## config.mk

```make
export PLATFORM = sky130hd
export DESIGN_NAME = uart_tx_param
export DESIGN_NICKNAME = d
export VERILOG_FILES = /design/src/rtl/uart_pkg.sv /design/src/rtl/uart_tx_fifo.sv /design/src/rtl/uart_tx_param.sv
export SDC_FILE = /design/constraint.sdc
export NUM_CORES = 1
export LEC_CHECK = 0
export ABC_AREA = 1
export BUFFER_PORTS_ARGS = -buffer_cell sky130_fd_sc_hd__buf_4
export CORE_UTILIZATION = 65
export DETAILED_ROUTE_END_ITERATION = 12
export PLACE_DENSITY = 0.81
export SLEW_MARGIN = 20
export SYNTH_ARGS = -nofsm -noshare
export SYNTH_HDL_FRONTEND = slang
export SYNTH_HIERARCHICAL = 1
export SYNTH_SLANG_ARGS = --single-unit
```

## constraint.sdc

```tcl
create_clock -name clock -period 7 [get_ports clock]
set_input_delay 1.05 -clock clock [delete_from_list [all_inputs] [get_ports clock]]
set_output_delay 1.05 -clock clock [all_outputs]
set_load 0.01 [all_outputs]
```

## src/rtl/uart_pkg.sv

```systemverilog
// Shared types and constants for the parametrised UART transmitter.
package uart_pkg;

  typedef enum logic [1:0] {
    NONE  = 2'b00,
    ODD   = 2'b01,
    EVEN  = 2'b10,
    NONE2 = 2'b11
  } parity_t;

  typedef enum logic [2:0] {
    IDLE,
    START,
    DATA,
    PARITY,
    STOP
  } tx_state_t;

  localparam logic [3:0] MIN_DATA_BITS = 4'd5;
  localparam logic       IDLE_LEVEL    = 1'b1;

  // Out-of-range requests are pulled into [MIN_DATA_BITS, max_bits].
  function automatic logic [3:0] clamp_data_bits(input logic [3:0] req,
                                                 input logic [3:0] max_bits);
    if (req < MIN_DATA_BITS) return MIN_DATA_BITS;
    if (req > max_bits) return max_bits;
    return req;
  endfunction

endpackage

```

## src/rtl/uart_tx_fifo.sv

```systemverilog
// Small synchronous FIFO feeding the transmitter; head word is visible
// combinationally so the FSM can pop and load it on the same edge.
module uart_tx_fifo #(
  parameter int DATA_W     = 9,
  parameter int FIFO_DEPTH = 4
) (
  input  logic                          clock,
  input  logic                          reset,
  input  logic                          push,
  input  logic [DATA_W-1:0]             push_data,
  input  logic                          pop,
  output logic [DATA_W-1:0]             pop_data,
  output logic                          full,
  output logic                          empty,
  output logic [$clog2(FIFO_DEPTH):0]   level
);

  localparam int AW = $clog2(FIFO_DEPTH);
  localparam logic [AW:0] PTR_ONE = 1;

  logic [DATA_W-1:0] mem [FIFO_DEPTH];
  logic [AW:0]       wr_ptr_reg;
  logic [AW:0]       rd_ptr_reg;
  logic              do_push;
  logic              do_pop;

  assign do_push = push && !full;
  assign do_pop  = pop && !empty;

  always_ff @(posedge clock) begin
    if (do_push) mem[wr_ptr_reg[AW-1:0]] <= push_data;
  end

  always_ff @(posedge clock or posedge reset) begin
    if (reset) begin
      wr_ptr_reg <= '0;
      rd_ptr_reg <= '0;
    end else begin
      if (do_push) wr_ptr_reg <= wr_ptr_reg + PTR_ONE;
      if (do_pop)  rd_ptr_reg <= rd_ptr_reg + PTR_ONE;
    end
  end

  // Extra pointer bit distinguishes full from empty when addresses match.
  assign empty    = (wr_ptr_reg == rd_ptr_reg);
  assign full     = (wr_ptr_reg[AW] != rd_ptr_reg[AW]) &&
                    (wr_ptr_reg[AW-1:0] == rd_ptr_reg[AW-1:0]);
  assign level    = wr_ptr_reg - rd_ptr_reg;
  assign pop_data = mem[rd_ptr_reg[AW-1:0]];

endmodule

```

## src/rtl/uart_tx_param.sv

```systemverilog
// UART transmitter with runtime frame format; words are queued in a FIFO
// and sent back-to-back, configuration latched at the start of each frame.
module uart_tx_param
  import uart_pkg::*;
#(
  parameter int DATA_W     = 9,
  parameter int FIFO_DEPTH = 4,
  parameter int DIV_W      = 16
) (
  input  logic                        clock,
  input  logic                        reset,
  input  logic [DATA_W-1:0]           s_data,
  input  logic                        s_valid,
  output logic                        s_ready,
  input  logic [3:0]                  data_bits,
  input  logic [1:0]                  parity_type,
  input  logic                        stop2,
  input  logic [DIV_W-1:0]            baud_div,
  output logic                        data_tx,
  output logic                        active_flag,
  output logic                        done_flag,
  output logic [$clog2(FIFO_DEPTH):0] fifo_level
);

  localparam logic [3:0]       MAX_BITS = 4'(DATA_W);
  localparam logic [DIV_W-1:0] DIV_ONE  = 1;

  logic              fifo_push;
  logic              fifo_pop;
  logic              fifo_full;
  logic              fifo_empty;
  logic [DATA_W-1:0] fifo_data;

  assign s_ready   = !fifo_full;
  assign fifo_push = s_valid && s_ready;

  uart_tx_fifo #(
    .DATA_W     (DATA_W),
    .FIFO_DEPTH (FIFO_DEPTH)
  ) u_fifo (
    .clock     (clock),
    .reset     (reset),
    .push      (fifo_push),
    .push_data (s_data),
    .pop       (fifo_pop),
    .pop_data  (fifo_data),
    .full      (fifo_full),
    .empty     (fifo_empty),
    .level     (fifo_level)
  );

  logic [3:0]        nbits_in;
  logic [DIV_W-1:0]  div_in;
  parity_t           par_in;
  logic [DATA_W-1:0] bit_mask;
  logic [DATA_W-1:0] word_masked;
  logic              parity_in;

  assign nbits_in = clamp_data_bits(data_bits, MAX_BITS);
  assign div_in   = (baud_div == '0) ? DIV_ONE : baud_div;
  assign par_in   = parity_t'(parity_type);

  for (genvar gi = 0; gi < DATA_W; gi++) begin : g_mask
    assign bit_mask[gi] = (4'(gi) < nbits_in);
  end

  assign word_masked = fifo_data & bit_mask;
  assign parity_in   = (par_in == ODD) ? ~(^word_masked) : (^word_masked);

  tx_state_t         state_reg,  state_next;
  logic [DIV_W-1:0]  timer_reg,  timer_next;
  logic [3:0]        bit_cnt_reg, bit_cnt_next;
  logic [DATA_W-1:0] shift_reg,  shift_next;
  logic              parity_reg, parity_next;
  logic [3:0]        nbits_reg,  nbits_next;
  parity_t           par_reg,    par_next;
  logic              stop2_reg,  stop2_next;
  logic [DIV_W-1:0]  div_reg,    div_next;
  logic              tx_reg,     tx_next;
  logic              bit_end;
  logic              load;
  logic              done;

  assign bit_end = (timer_reg == DIV_ONE);

  always_ff @(posedge clock or posedge reset) begin
    if (reset) begin
      state_reg   <= IDLE;
      timer_reg   <= DIV_ONE;
      bit_cnt_reg <= '0;
      shift_reg   <= '0;
      parity_reg  <= 1'b0;
      nbits_reg   <= MIN_DATA_BITS;
      par_reg     <= NONE;
      stop2_reg   <= 1'b0;
      div_reg     <= DIV_ONE;
      tx_reg      <= IDLE_LEVEL;
    end else begin
      state_reg   <= state_next;
      timer_reg   <= timer_next;
      bit_cnt_reg <= bit_cnt_next;
      shift_reg   <= shift_next;
      parity_reg  <= parity_next;
      nbits_reg   <= nbits_next;
      par_reg     <= par_next;
      stop2_reg   <= stop2_next;
      div_reg     <= div_next;
      tx_reg      <= tx_next;
    end
  end

  always_comb begin
    state_next   = state_reg;
    timer_next   = timer_reg;
    bit_cnt_next = bit_cnt_reg;
    shift_next   = shift_reg;
    parity_next  = parity_reg;
    nbits_next   = nbits_reg;
    par_next     = par_reg;
    stop2_next   = stop2_reg;
    div_next     = div_reg;
    load         = 1'b0;
    done         = 1'b0;
    fifo_pop     = 1'b0;
    tx_next      = IDLE_LEVEL;

    case (state_reg)
      IDLE: begin
        if (!fifo_empty) load = 1'b1;
      end
      START: begin
        if (bit_end) begin
          state_next   = DATA;
          timer_next   = div_reg;
          bit_cnt_next = '0;
        end else begin
          timer_next = timer_reg - DIV_ONE;
        end
      end
      DATA: begin
        if (bit_end) begin
          shift_next = shift_reg >> 1;
          timer_next = div_reg;
          if (bit_cnt_reg == nbits_reg - 4'd1) begin
            bit_cnt_next = '0;
            state_next   = (par_reg == ODD || par_reg == EVEN) ? PARITY : STOP;
          end else begin
            bit_cnt_next = bit_cnt_reg + 4'd1;
          end
        end else begin
          timer_next = timer_reg - DIV_ONE;
        end
      end
      PARITY: begin
        if (bit_end) begin
          state_next   = STOP;
          timer_next   = div_reg;
          bit_cnt_next = '0;
        end else begin
          timer_next = timer_reg - DIV_ONE;
        end
      end
      STOP: begin
        if (bit_end) begin
          if (bit_cnt_reg == {3'b000, stop2_reg}) begin
            done = 1'b1;
            if (!fifo_empty) load = 1'b1;
            else state_next = IDLE;
          end else begin
            bit_cnt_next = bit_cnt_reg + 4'd1;
            timer_next   = div_reg;
          end
        end else begin
          timer_next = timer_reg - DIV_ONE;
        end
      end
      default: state_next = IDLE;
    endcase

    // Frame start: take the head word and freeze the format for this frame.
    if (load) begin
      fifo_pop     = 1'b1;
      state_next   = START;
      timer_next   = div_in;
      bit_cnt_next = '0;
      shift_next   = word_masked;
      parity_next  = parity_in;
      nbits_next   = nbits_in;
      par_next     = par_in;
      stop2_next   = stop2;
      div_next     = div_in;
    end

    case (state_next)
      START:   tx_next = 1'b0;
      DATA:    tx_next = shift_next[0];
      PARITY:  tx_next = parity_next;
      default: tx_next = IDLE_LEVEL;
    endcase
  end

  assign data_tx     = tx_reg;
  assign active_flag = (state_reg != IDLE);
  assign done_flag   = done;

endmodule

```

Word level (Yosys, flattened, before mapping)
Memory sizes are Yosys's and may differ from the RTL's.
Cells that the tools add are included.
{ "totals": {"register_bits": 63, "ram_bits": 36, "in_bits": 35, "word_cells": 120, "output_inout_bits": 7, "n_memories": 1} }
{ "classes": {"n_mux": 46, "reduce_logical": 20, "n_bitwise": 2, "addsub": 6, "eq_ne": 21, "n_lt_le_gt_ge": 11} }
{ "memory_table": {"columns": ["name", "words", "width", "rd", "rd_clocked_by_memory_dff", "wr", "line_no", "source"], "rows": [
  ["u_fifo.mem", 4, 9, 1, 0, 1, "uart_tx_fifo.sv:21", "logic [DATA_W-1:0] mem [FIFO_DEPTH];"]
]} }
{ "ops": {"columns": ["op", "n"], "rows": [
  ["two-way mux 16 bit", 5],
  ["two-way mux 4 bit", 10],
  ["one-hot mux 16 bit (2 select lines)", 1],
  ["two-way mux 3 bit", 9],
  ["two-way mux 9 bit", 3],
  ["== test 16 x 1 -> 1 bit (second input constant)", 1],
  ["zero test 16 bit", 1],
  ["less-than comparator 3 x 4 -> 1 bit (first input constant)", 4],
  ["subtractor 16 x 1 -> 16 bit (second input constant)", 1],
  ["one-hot mux 3 bit (5 select lines)", 1],
  ["two-way mux 1 bit", 14],
  ["== test 3 x 2 -> 1 bit (second input constant)", 4],
  ["one-hot mux 4 bit (3 select lines)", 1],
  ["bitwise AND 9 bit", 1],
  ["inequality test 3 bit (second input constant)", 3],
  ["parity 9 bit", 1],
  ["less-than comparator 1 x 4 -> 1 bit (first input constant)", 2],
  ["less-than comparator 2 x 4 -> 1 bit (first input constant)", 2],
  ["adder 3 x 1 -> 3 bit (second input constant)", 2],
  ["== test 3 x 1 -> 1 bit (second input constant)", 2],
  ["nonzero test 3 bit", 2],
  ["AND reduction 5 bit", 1],
  ["adder 4 x 1 -> 4 bit (second input constant)", 1],
  ["== test 2 x 1 -> 1 bit (second input constant)", 2],
  ["other kinds (26)", 32]
]} }

Logic depth before layout (Yosys ltp)
{ "logic_depth": {"ltp_word": 12, "depth_mapped": 17, "depth_no_buf": 16} }

By module
The synthesis kept the hierarchy.
{ "modules_own_cells": {"columns": ["module", "seq_area_each_um2", "instances", "cells_per_inst", "area_each_um2"], "rows": [
  ["uart_tx_param", 1432.6, 1, 517, 3652.3],
  ["uart_tx_fifo", 1231.2, 1, 151, 1821.7]
]} }

Worst setup path before layout
Ideal clock, no wire load.
{ "synth_path": {"path_type": "reg2out", "from": "reg u_fifo.wr_ptr_reg[0]", "to": "out fifo_level[2]", "n_path_buf": 0, "t_required_ns": 5.950, "path_slack_ns": 4.642, "arrival_ns": 1.308, "path_stages_with_launch": 6, "cell_sequence": "dfrtp_1 inv_1 ha_1 inv_1 fa_1 xnor2_1"} }
{ "synth_between": {"elab_chain_len": 1} }
{ "synth_rtl": {"columns": ["item", "line_no", "source"], "rows": [
  ["start: declaration", "uart_tx_fifo.sv:22", "logic [AW:0] wr_ptr_reg;"],
  ["start signal: assignment", "uart_tx_fifo.sv:39", "if (do_push) wr_ptr_reg <= wr_ptr_reg + PTR_ONE;"],
  ["subtractor 3 bit", "uart_tx_fifo.sv:48", "assign level = wr_ptr_reg - rd_ptr_reg;"],
  ["end: declaration", "uart_tx_param.sv:22", "output logic [$clog2(FIFO_DEPTH):0] fifo_level"]
]} }
Every way passes these cells.

Worst setup path after layout
{ "layout_path": {"from": "reg u_fifo.rd_ptr_reg[1]", "to": "reg timer_reg[6]"} }
{ "layout_between": {"elab_chain_len": 7, "word_cells_on_any_way": 9, "cone_classes": "eq/ne (2); mux (5); reduce/logical (2)"} }
{ "layout_rtl": {"columns": ["item", "line_no", "source"], "rows": [
  ["start: declaration", "uart_tx_fifo.sv:23", "logic [AW:0] rd_ptr_reg;"],
  ["start signal: assignment", "uart_tx_fifo.sv:40", "if (do_pop) rd_ptr_reg <= rd_ptr_reg + PTR_ONE;"],
  ["== test 3 bit *", "uart_tx_fifo.sv:45", "assign empty = (wr_ptr_reg == rd_ptr_reg);"],
  ["via fifo_empty", "uart_tx_param.sv:31", "logic fifo_empty;"],
  ["two-way mux 1 bit *", "uart_tx_param.sv:129, uart_tx_param.sv:167", null],
  ["two-way mux 1 bit", "uart_tx_param.sv:165", "if (bit_cnt_reg == {3'b000, stop2_reg}) begin"],
  ["two-way mux 1 bit", "uart_tx_param.sv:164", "if (bit_end) begin"],
  ["one-hot mux 1 bit (2 select lines) *", "uart_tx_param.sv:127", "case (state_reg)"],
  ["inequality test 4 bit (no source line) or nonzero test 3 bit (tied branches)", null, null],
  ["AND reduction 2 bit (no source line)", null, null],
  ["end signal: assignment", "uart_tx_param.sv:100", "timer_reg <= timer_next;"],
  ["end: declaration", "uart_tx_param.sv:71", "logic [DIV_W-1:0] timer_reg, timer_next;"]
]} }
Mark *: on every way through the listed nets, which the timed path passes. The rest lies on a longest branch.
A chain may end at the register's enable or synchronous reset.

==> flow_metrics.env <==
export IMPL_overflow=0
export IMPL_worst_slack_ps=3470
export IMPL_worstHoldStart="parity_reg"
export IMPL_dp_cells=798
export IMPL_holdBufCountCts=0
export IMPL_grt_usage=0.277
export IMPL_synth_compound_area_frac=0.0919
export IMPL_gp_congestion=0.957
export IMPL_drv_cap=0
export IMPL_fp_row_count=33
export IMPL_min_period_ps=3530
export IMPL_slew_headroom=0.435
export IMPL_synth_fa_ha_area_frac=0.0288
export IMPL_clockBufferDepth=2
export IMPL_drc=0
export IMPL_tns_ps=0
export IMPL_synth_top_area_cell="dfrtp_1"
export IMPL_holdPathEnd="parity_reg"
export IMPL_worst_hold_path_num_cells=2
export IMPL_hold_class="reg -> reg"
export IMPL_place_detailed_hpwl_um=8210
export IMPL_cts_tree="done"
export IMPL_ys_warn_count=6
export IMPL_htree_levels=3
export IMPL_cts_resized=0
export IMPL_worstReg2RegStart="u_fifo/rd_ptr_reg[1]"
export IMPL_place_port_buffers=41
export IMPL_finalPower_mw=2.51
export IMPL_ir_worst_vdd_mv=0.280
export IMPL_p_leak_nw=2.92
export IMPL_synth_simple_gate_area_frac=0.279
export IMPL_ys_types=43
export IMPL_ys_ff_latch=99
export IMPL_synth_area_top_cells="dfrtp_1 (27%), edfxtp_1 (20%), nand2_1 (14%)"
export IMPL_wirelength_um=11200
export IMPL_yosysMostFrequentCell="nand2_1"
export IMPL_grt_max_degree=58
export IMPL_avgSynthCellArea_um2=8.19
export IMPL_tightest_slew_ps=844
export IMPL_arrival_ps=3850
export IMPL_synthCells=668
export IMPL_wl_per_cell_um=13.8
export IMPL_synth_edff_count=36
export IMPL_cp_required_ps=7320
export IMPL_setup_viol=0
export IMPL_via_count=4475
export IMPL_ys_top_cells_by_count="nand2_1 (202), inv_1 (78), nor2_1 (62), dfrtp_1 (58), nand3_1 (50)"
export IMPL_drive_above_1_share=0.141
export IMPL_grt_pass1_wl_um=19000
export IMPL_ios=42
export IMPL_report_final_slew_viol_count=0
export IMPL_rsz0062_at_grt="no"
export IMPL_rr_worst_depth=13
export IMPL_firstDrtPassIters=5
export IMPL_pwr_density_cell_nw_per_um2=418
export IMPL_synth_top_family_by_area="simple AND/OR/NAND/NOR gates"
export IMPL_via_per_inst=5.50
export IMPL_reg2reg_setup_slack_ps=3470
export IMPL_yosysTopAreaCellShare=0.265
export IMPL_antenna_found_initial=0
export IMPL_initial_utilization=0.670
export IMPL_critPathKind="reg -> reg"
export IMPL_dp_slack_ps=3490
export IMPL_netlist_area_um2=5470
export IMPL_syn_num_nets=715
export IMPL_die_h_um=93.8
export IMPL_status="complete, no violations"
export IMPL_clkLatencyLatePin_ps=380
export IMPL_hold_viol_final=0
export IMPL_reg2reg_to="timer_reg[6]"
export IMPL_core_um2=8180
export IMPL_clock_sinks=99
export IMPL_max_freq_mhz=283
export IMPL_muxShareOfSynthArea=0
export IMPL_synth_async_reset_ratio=0.636
export IMPL_ys_seq_area_frac=0.487
export IMPL_grt_pass1_vias=4269
export IMPL_drt_iter0_markers=245
export IMPL_post_cts_setup_buffers=0
export IMPL_cts_clk_slew_worst_paths_ps=100
export IMPL_period_share=0.504
export IMPL_dieArea_um2=8790
export IMPL_nets=751
export IMPL_worst_clock_skew_ps=18.6
export IMPL_critPathLaunchType="flop"
export IMPL_path_max_fanout=49
export IMPL_synth_xor_area_share=0.0304
export IMPL_endpoint_kind="flop"
export IMPL_numCtsBuffers=9
export IMPL_n_antenna_cell=0
export IMPL_die_width_um=93.8
export IMPL_postRouteAntennaNets=0
export IMPL_syn_to_final_growth_pct=9.65
export IMPL_largest_reg_flops=36
export IMPL_fin_cells=814
export IMPL_root_buffer="clkbuf_8"
export IMPL_ys_flop_type="dfrtp_1"
-- cell families (layout without fill, tap and decap cells) --
kind of cell               count (synthesis)  count (layout)
and+or+nand+nor                          353             353
xor gates and xnor gates                  19              19
buffers and inverters                    102             143
adders and majority gates                 12              12
AOI/OAI and AO/OA                         83              83
DFF                                       99              99
-- worst max-delay path, stage by stage (launching register included) --
cell      delay [ps]
dfrtp_1          550
clkinv_1         350
ha_1             380
nand2_1           70
inv_1             70
nand3_2          120
inv_1            120
nor3_1           290
nand2_4          370
inv_2            650
nand2_1          210
nand3_1          140
nand2_1           60
nand2_1          100
-- layout make-up --
| cell class | instances | area (um^2) |
|---|---|---|
| clock buffer | 9 | 124 |
| sequential | 99 | 2660 |
| fill | 619 | 2170 |
| inverter | 85 | 319 |
| multi-input combinational | 467 | 2350 |
| timing repair buffer | 42 | 315 |
| tap | 105 | 131 |
| clock inverter | 7 | 96.3 |
-- metal layers --
metal,up-vias,part of all wire,global-route usage
met1,2102,0.43,0.340
met4,0,0.0066,0.0628
li1,2241,-,-
met3,9,0.053,0.0599
met2,123,0.51,0.497
met5,-,0,0
-- where the power goes --
group          leakage (nW)  switching [mW]  internal, mW
Combinational          1.71           0.732         0.425
Sequential             1.11           0.151         0.821
Clock                 0.108           0.230         0.147
Total                  2.92            1.11          1.39
-- metrics by stage --
step / hold WS, ps / cell area, um^2 / utilization
global placement: 462 / 5780 / 0.707
detailed placement: 471 / 5780 / 0.707
global route: 518 / 6000 / 0.734
floorplan: 445 / 5470 / -
CTS: 495 / 6000 / 0.734
finish: 493 / 6000 / 0.734
-- worst max path at each step --
stage | start | end | slack [ps] | depth (start not counted)
2_1_floorplan | reset | bit_cnt_reg[0] | 4560 | 1
6_report | u_fifo/rd_ptr_reg[1] | timer_reg[6] | 3470 | 13
5_1_grt | u_fifo/rd_ptr_reg[1] | timer_reg[6] | 3100 | 13
4_1_cts | u_fifo/rd_ptr_reg[1] | timer_reg[6] | 3460 | 13
3_5_place_dp | u_fifo/rd_ptr_reg[1] | timer_reg[5] | 3490 | 12
3_3_place_gp | u_fifo/rd_ptr_reg[1] | timer_reg[6] | 3640 | 13
-- layout by cell type (no fill, tap or decap), types with 4 or more instances in the layout --
master	netlist	final
nand2_2	11	11
o221ai_1	7	7
a21oi_1	4	4
nand2_1	202	202
inv_1	78	77
clkinv_8	0	4
nor2_1	62	62
nor4_1	4	4
nand4_1	5	5
o21ai_0	43	43
o21ai_1	5	5
nor2_2	6	6
nand3_1	50	50
ha_1	11	11
dfstp_2	5	5
o21ai_2	4	4
nor3_1	4	4
xnor2_1	8	8
xor2_1	11	11
inv_2	6	7
o22ai_1	14	14
buf_4	2	42
edfxtp_1	36	36
dfrtp_1	58	58
clkbuf_8	0	9
No activity file was read; power rests on OpenSTA's default activity.
